File: src/rtl/ifetch_queue_if.sv
// Fetch-queue bus bundle: redirect input, instruction-memory handshake and decode-side queue head.
// fetch_err exists only when IFETCH_MISALIGN_CHK_EN is defined.
interface ifetch_queue_if;
  logic        redirect;
  logic [31:0] redirect_pc;
  logic        imem_req;
  logic [31:0] imem_addr;
  logic        imem_gnt;
  logic        imem_rvalid;
  logic [31:0] imem_rdata;
  logic        instr_valid;
  logic [31:0] instr_data;
  logic [31:0] instr_pc;
  logic        instr_ready;
`ifdef IFETCH_MISALIGN_CHK_EN
  logic        fetch_err;
`endif

  modport master (
`ifdef IFETCH_MISALIGN_CHK_EN
    output fetch_err,
`endif
    input  redirect, redirect_pc, imem_gnt, imem_rvalid, imem_rdata, instr_ready,
    output imem_req, imem_addr, instr_valid, instr_data, instr_pc
  );

  modport slave (
`ifdef IFETCH_MISALIGN_CHK_EN
    input  fetch_err,
`endif
    output redirect, redirect_pc, imem_gnt, imem_rvalid, imem_rdata, instr_ready,
    input  imem_req, imem_addr, instr_valid, instr_data, instr_pc
  );
endinterface

File: src/rtl/ifetch_queue.sv
// Instruction fetch queue: one outstanding imem request, DEPTH-entry FIFO, redirect flush.
// Optional IFETCH_MISALIGN_CHK_EN adds a sticky fetch_err on misaligned redirect targets.
module ifetch_queue #(
  parameter int          DEPTH    = 4,
  parameter logic [31:0] RESET_PC = 32'h0000_0000
) (
  input  logic          clk,
  input  logic          reset,
  ifetch_queue_if.master bus
);
  localparam int AW = $clog2(DEPTH);
  localparam int CW = AW + 1;

  typedef enum logic [1:0] {RUN, WAIT, DROP} state_e;

  state_e                   state_q, state_d;
  logic [31:0]              fetch_pc_q, fetch_pc_d;
  logic [31:0]              req_pc_q, req_pc_d;
  logic [CW-1:0]            count_q, count_d;
  logic [AW-1:0]            wptr_q, wptr_d, rptr_q, rptr_d;
  logic [DEPTH-1:0][31:0]   data_q, pc_q;
  logic [31:0]              redir_pc;
  logic                     req_blk;
  logic                     req, push, pop, valid, fire;

`ifdef IFETCH_MISALIGN_CHK_EN
  logic err_q, err_d;
  assign redir_pc      = bus.redirect_pc;
  assign err_d         = err_q | (bus.redirect && (redir_pc[1:0] != 2'b00));
  assign req_blk       = err_q;
  assign bus.fetch_err = err_q;

  always_ff @(posedge clk) begin
    if (reset) err_q <= 1'b0;
    else       err_q <= err_d;
  end
`else
  logic unused_pc_lsb;
  assign redir_pc      = {bus.redirect_pc[31:2], 2'b00};
  assign unused_pc_lsb = ^bus.redirect_pc[1:0];
  assign req_blk       = 1'b0;
`endif

  assign valid           = (count_q != '0) && !bus.redirect && !reset;
  assign pop             = valid && bus.instr_ready;
  assign bus.instr_valid = valid;
  assign bus.instr_data  = data_q[rptr_q];
  assign bus.instr_pc    = pc_q[rptr_q];
  assign bus.imem_req    = req;
  assign bus.imem_addr   = fetch_pc_q;
  assign fire            = req && bus.imem_gnt;

  always_comb begin
    req  = 1'b0;
    push = 1'b0;
    case (state_q)
      RUN:  req = count_q < CW'(DEPTH);
      WAIT: if (bus.imem_rvalid) begin
        push = 1'b1;
        // a response never lands on a full queue, so count+1 cannot overflow CW bits
        req  = (count_q + CW'(1) - CW'(pop)) < CW'(DEPTH);
      end
      default: ;
    endcase
    if (reset || bus.redirect || req_blk) req  = 1'b0;
    if (bus.redirect)                     push = 1'b0;
  end

  always_comb begin
    state_d    = state_q;
    fetch_pc_d = fetch_pc_q;
    req_pc_d   = req_pc_q;
    if (bus.redirect) begin
      fetch_pc_d = redir_pc;
      if (state_q != RUN && !bus.imem_rvalid) state_d = DROP;
      else                                    state_d = RUN;
    end else begin
      case (state_q)
        RUN:     if (fire) state_d = WAIT;
        WAIT:    if (bus.imem_rvalid) state_d = fire ? WAIT : RUN;
        DROP:    if (bus.imem_rvalid) state_d = RUN;
        default: state_d = RUN;
      endcase
      if (fire) begin
        fetch_pc_d = fetch_pc_q + 32'd4;
        req_pc_d   = fetch_pc_q;
      end
    end
  end

  always_comb begin
    count_d = count_q + CW'(push) - CW'(pop);
    wptr_d  = wptr_q + AW'(push);
    rptr_d  = rptr_q + AW'(pop);
    if (bus.redirect) begin
      count_d = '0;
      wptr_d  = '0;
      rptr_d  = '0;
    end
  end

  always_ff @(posedge clk) begin
    if (reset) begin
      state_q    <= RUN;
      fetch_pc_q <= RESET_PC;
      req_pc_q   <= '0;
      count_q    <= '0;
      wptr_q     <= '0;
      rptr_q     <= '0;
      data_q     <= '0;
      pc_q       <= '0;
    end else begin
      state_q    <= state_d;
      fetch_pc_q <= fetch_pc_d;
      req_pc_q   <= req_pc_d;
      count_q    <= count_d;
      wptr_q     <= wptr_d;
      rptr_q     <= rptr_d;
      if (push) begin
        data_q[wptr_q] <= bus.imem_rdata;
        pc_q[wptr_q]   <= req_pc_q;
      end
    end
  end
endmodule

File: src/flat_wrapper.sv
// flat-port wrapper written by rule: the top's interface ports become plain ports
module ifetch_queue_flat 
#(
  parameter int          DEPTH    = 4,
  parameter logic [31:0] RESET_PC = 32'h0000_0000
)
  (clk, reset, bus_redirect, bus_redirect_pc, bus_imem_gnt, bus_imem_rvalid, bus_imem_rdata, bus_instr_ready, bus_imem_req, bus_imem_addr, bus_instr_valid, bus_instr_data, bus_instr_pc);
  ifetch_queue_if bus_i ();
  input  logic clk;
  input  logic reset;
  input wire logic [$bits(bus_i.redirect)-1:0] bus_redirect;
  input wire logic [$bits(bus_i.redirect_pc)-1:0] bus_redirect_pc;
  input wire logic [$bits(bus_i.imem_gnt)-1:0] bus_imem_gnt;
  input wire logic [$bits(bus_i.imem_rvalid)-1:0] bus_imem_rvalid;
  input wire logic [$bits(bus_i.imem_rdata)-1:0] bus_imem_rdata;
  input wire logic [$bits(bus_i.instr_ready)-1:0] bus_instr_ready;
  output wire logic [$bits(bus_i.imem_req)-1:0] bus_imem_req;
  output wire logic [$bits(bus_i.imem_addr)-1:0] bus_imem_addr;
  output wire logic [$bits(bus_i.instr_valid)-1:0] bus_instr_valid;
  output wire logic [$bits(bus_i.instr_data)-1:0] bus_instr_data;
  output wire logic [$bits(bus_i.instr_pc)-1:0] bus_instr_pc;
  assign bus_i.redirect = bus_redirect;
  assign bus_i.redirect_pc = bus_redirect_pc;
  assign bus_i.imem_gnt = bus_imem_gnt;
  assign bus_i.imem_rvalid = bus_imem_rvalid;
  assign bus_i.imem_rdata = bus_imem_rdata;
  assign bus_i.instr_ready = bus_instr_ready;
  assign bus_imem_req = bus_i.imem_req;
  assign bus_imem_addr = bus_i.imem_addr;
  assign bus_instr_valid = bus_i.instr_valid;
  assign bus_instr_data = bus_i.instr_data;
  assign bus_instr_pc = bus_i.instr_pc;
  ifetch_queue #(.DEPTH(DEPTH), .RESET_PC(RESET_PC)) u_core (.clk(clk), .reset(reset), .bus(bus_i));
endmodule
File: config.mk
export PLATFORM = sky130hd
export DESIGN_NAME = ifetch_queue_flat
export DESIGN_NICKNAME = d
export VERILOG_FILES = /design/src/rtl/ifetch_queue_if.sv /design/src/rtl/ifetch_queue.sv /design/src/flat_wrapper.sv
export SDC_FILE = /design/constraint.sdc
export NUM_CORES = 1
export LEC_CHECK = 0
export CAP_MARGIN = 20
export CORE_UTILIZATION = 55
export CTS_BUF_LIST = sky130_fd_sc_hd__clkbuf_8 sky130_fd_sc_hd__clkbuf_16
export CTS_CLUSTER_SIZE = 14
export DETAILED_ROUTE_END_ITERATION = 10
export PLACE_DENSITY = 0.9
export SYNTH_ARGS = -nofsm -noshare
export SYNTH_HDL_FRONTEND = slang
export SYNTH_SLANG_ARGS = --single-unit
File: constraint.sdc
create_clock -name clk -period 2.64 [get_ports clk]
set_input_delay 0.264 -clock clk [delete_from_list [all_inputs] [get_ports clk]]
set_output_delay 0.264 -clock clk [all_outputs]
set_load 0.02 [all_outputs]
==> results.toml <==
[drt]
via_count = 12100
post_drt_wl_per_cell_um = 18.0
drt_iter0_drc = 1091
drc_errors = 0
avgViaCountPerCell = 5.91
ant_nets = 0
wirelength_mm = 36.7
drtPass1Iterations = 7

[timing]
setup_violations = 0
final.min_clock_period_ns = 2.58
slew_headroom_pct = 26.7
fmax_ghz = 0.387
tightest_slew_ns = 1.10
period_share_pct = 97.8
setup_slack_ns = 0.0580
clock_skew_ns = 0.0121
hold_violations = 0
rsz0062_at_grt = "false"
slew_viol_final = 0

[cts]
path_clk_slew_ns = 0.06
cts_root_buf = "clkbuf_16"
clkSinkCount = 317
htree_num_levels = 1
clock_latency_ns = 0.55
ctsLongestPathBuffers = 3
cts_tree = "built"
cts_made_buffers = 31

[global_routing]
use_met1_pct = 36.0
grt_usage_pct = 29.5
grt_use_met2_pct = 51.1
antenna_found_initial = 0
grt_start_max_net_pins = 110
grt_overflow = 0
grt_pass1_wl_mm = 58.4
grt_pass1_vias = 11900
busiest_layer = "met2"
grt_use_met3_pct = 5.59

[power]
powerDensity_nw_per_um2 = 605
ir_worst_vdd_mv = 0.421
p_leak_uw = 0.00570

[critical_path]
crit_required_ns = 2.38
crit_arrival_ns = 2.32
cpLargestDelayFamily = "buffers and inverters"
end_kind = "output pin"
cp_slowest_cell = "clkdlybuf4s50_1"
path_cells = "buf_8, mux4_2, clkdlybuf4s50_1"
cp_max_fo = 11
slowest_delay_ns = 0.55
critical_path_class = "reg2out"
cp-start-kind = "flop"
critPathBufInv = 2

[yosys]
yosys_register_bits = 317
synth.avg_cell_area_um2 = 8.40
async_flop_share_pct = 0
ys_types = 57
netlist_instances = 1576
synth-edff-count = 0
synth_fa_ha_area_share_pct = 0.718
synth-seq-area-share_pct = 47.9
synth.cell_area_um2 = 13200
synth_compound_area_share_pct = 14.7
synth_top_family_by_area = "simple AND/OR/NAND/NOR gates"
synth_xor_area_share_pct = 0.265
yosys.area_share.simple_pct = 21.0
synthMuxAreaShare_pct = 11.2
synth_flop_cell = "dfxtp_1"
yosysWarnings = 0

[finish]
final_common_cell = "nand2_1"
drive_above_1_share_pct = 10.6
diodes = 0
fin_cells = 2038
nets = 1773
mostFrequentLayoutCells = "nand2_1 (597), dfxtp_1 (313), a21oi_1 (287)"
syn2layout_area_growth_pct = 23.6
nFillCells = 1685

[floorplanning]
dieArea_um2 = 24700
initial_utilization_pct = 56.3
rows = 56
die_h_um = 157
fp.dieW_um = 157
core_um2 = 23500
ios = 168

[min_path]
hold_class = "in2reg"

[place]
dpl.cell_count = 1978
post-dp-hpwl_mm = 21.9
gp_congestion = 0.914
io_buffers = 161
dp_worst_setup_slack_ns = -0.157

[run]
maxCapViolations = 0

[run_status]
status = "finished, final reports clean"
-- metal layers --
layer  vias up  routed length [um]
met5         -                   0
met4         0                 801
met3        91                3500
met2       632               18200
met1      5733               14200
li1       5594                   -
-- synth_stat cells (4+ instances only) --
library cell  count  area share [%]
nand2_1         597              17
dfxtp_1         317              48
a21oi_1         287              11
clkbuf_1        106             3.0
mux4_2           62              11
a31oi_1          18            0.85
inv_1            16            0.45
nand3_1          16            0.60
nor2_1           13            0.37
buf_2            11            0.42
o211ai_1         11            0.62
or3_1            11            0.52
and3_1            8            0.38
nand4_1           7            0.33
nor3_1            7            0.26
ha_1              6            0.57
mux2i_1           6            0.45
and2_1            5            0.24
buf_1             4            0.11
buf_4             4            0.23
nor4_1            4            0.19
o21ai_0           4            0.15
or4_1             4            0.23
-- worst reg2reg max path, delay by kind of cell (launching register included) --
kind	cells	cell delay [ns]
AOI/OAI and AO/OA	6	1.13
adders and majority gates	1	0.17
buffers and inverters	2	0.52
DFF	1	0.36
and+or+nand+nor	1	0.10
-- final timing paths --
kind                                      start                                    to  slack, ns  depth (start not counted)
setup / recovery    u_core.rptr_q[1]$_SDFF_PP0_                      bus_instr_pc[10]       0.06                          3
hold / removal                            reset           u_core.rptr_q[0]$_SDFF_PP0_       0.22                          4
setup reg to reg   u_core.count_q[1]$_SDFF_PP0_  u_core.bus.imem_addr[2]$_SDFFE_PP0P_       0.22                         10
hold reg to reg   u_core.pc_q[102]$_SDFFE_PP0P_         u_core.pc_q[102]$_SDFFE_PP0P_       0.45                          2
-- state kept, by name, indices dropped and copies added (netlist names) --
register and flops:
u_core.state_q 2, u_core.count_q 3, u_core.wptr_q 2, u_core.bus.imem_addr 30, u_core.data_q 128, u_core.req_pc_q 30, u_core.pc_q 120, u_core.rptr_q 2
-- final cells by class --
cell class                      instances  area, um^2  share of cell area, %
Clock buffer                           33         803                   4.91
Clock inverter                         23         225                   1.38
Timing Repair Buffer                  209        2150                   13.1
Multi-Input combinational cell       1121        6380                   39.0
Inverter                               16        60.1                  0.367
Sequential cell                       317        6360                   38.8
Tap cell                              319         399                   2.44
-- cell families (layout without fill, tap and decap cells) --
family                     Yosys count  in the layout
muxes                               70             70
adders and majority gates            7              7
xor gates and xnor gates             4              4
DFF                                317            317
other                                1              4
buffers and inverters              141            281
and+or+nand+nor                    684            684
AOI/OAI and AO/OA                  352            352
-- report_power, final --
part           total [uW]  switching, uW  internal (uW)
sequential           4890           66.4           4820
clock                4510           1850           2660
combinational         505            285            220
total                9900           2200           7700
-- stage by stage --
stage	util, %	power (uW)	area, um^2	hold WS [ns]	TNS, ns
2_1_floorplan	-	5220	13300	0.341	0
3_5_place_dp	65.0	5490	15300	0.444	-4.55
5_1_grt	69.5	10200	16400	0.223	0
6_report	69.5	9900	16400	0.216	0
4_1_cts	69.5	9930	16400	0.189	0
3_3_place_gp	65.0	5480	15300	0.438	-1.18
-- timing repair --
action / 4_1_cts / 5_1_grt
setup endpoints to repair: 47 / 10
setup buffers: 3 / 0
cloned: 1 / 0
gates resized for setup: 35 / 12
pin swaps: 0 / 0
hold buffers: 0 / 0
No activity file was read; power rests on OpenSTA's default activity.
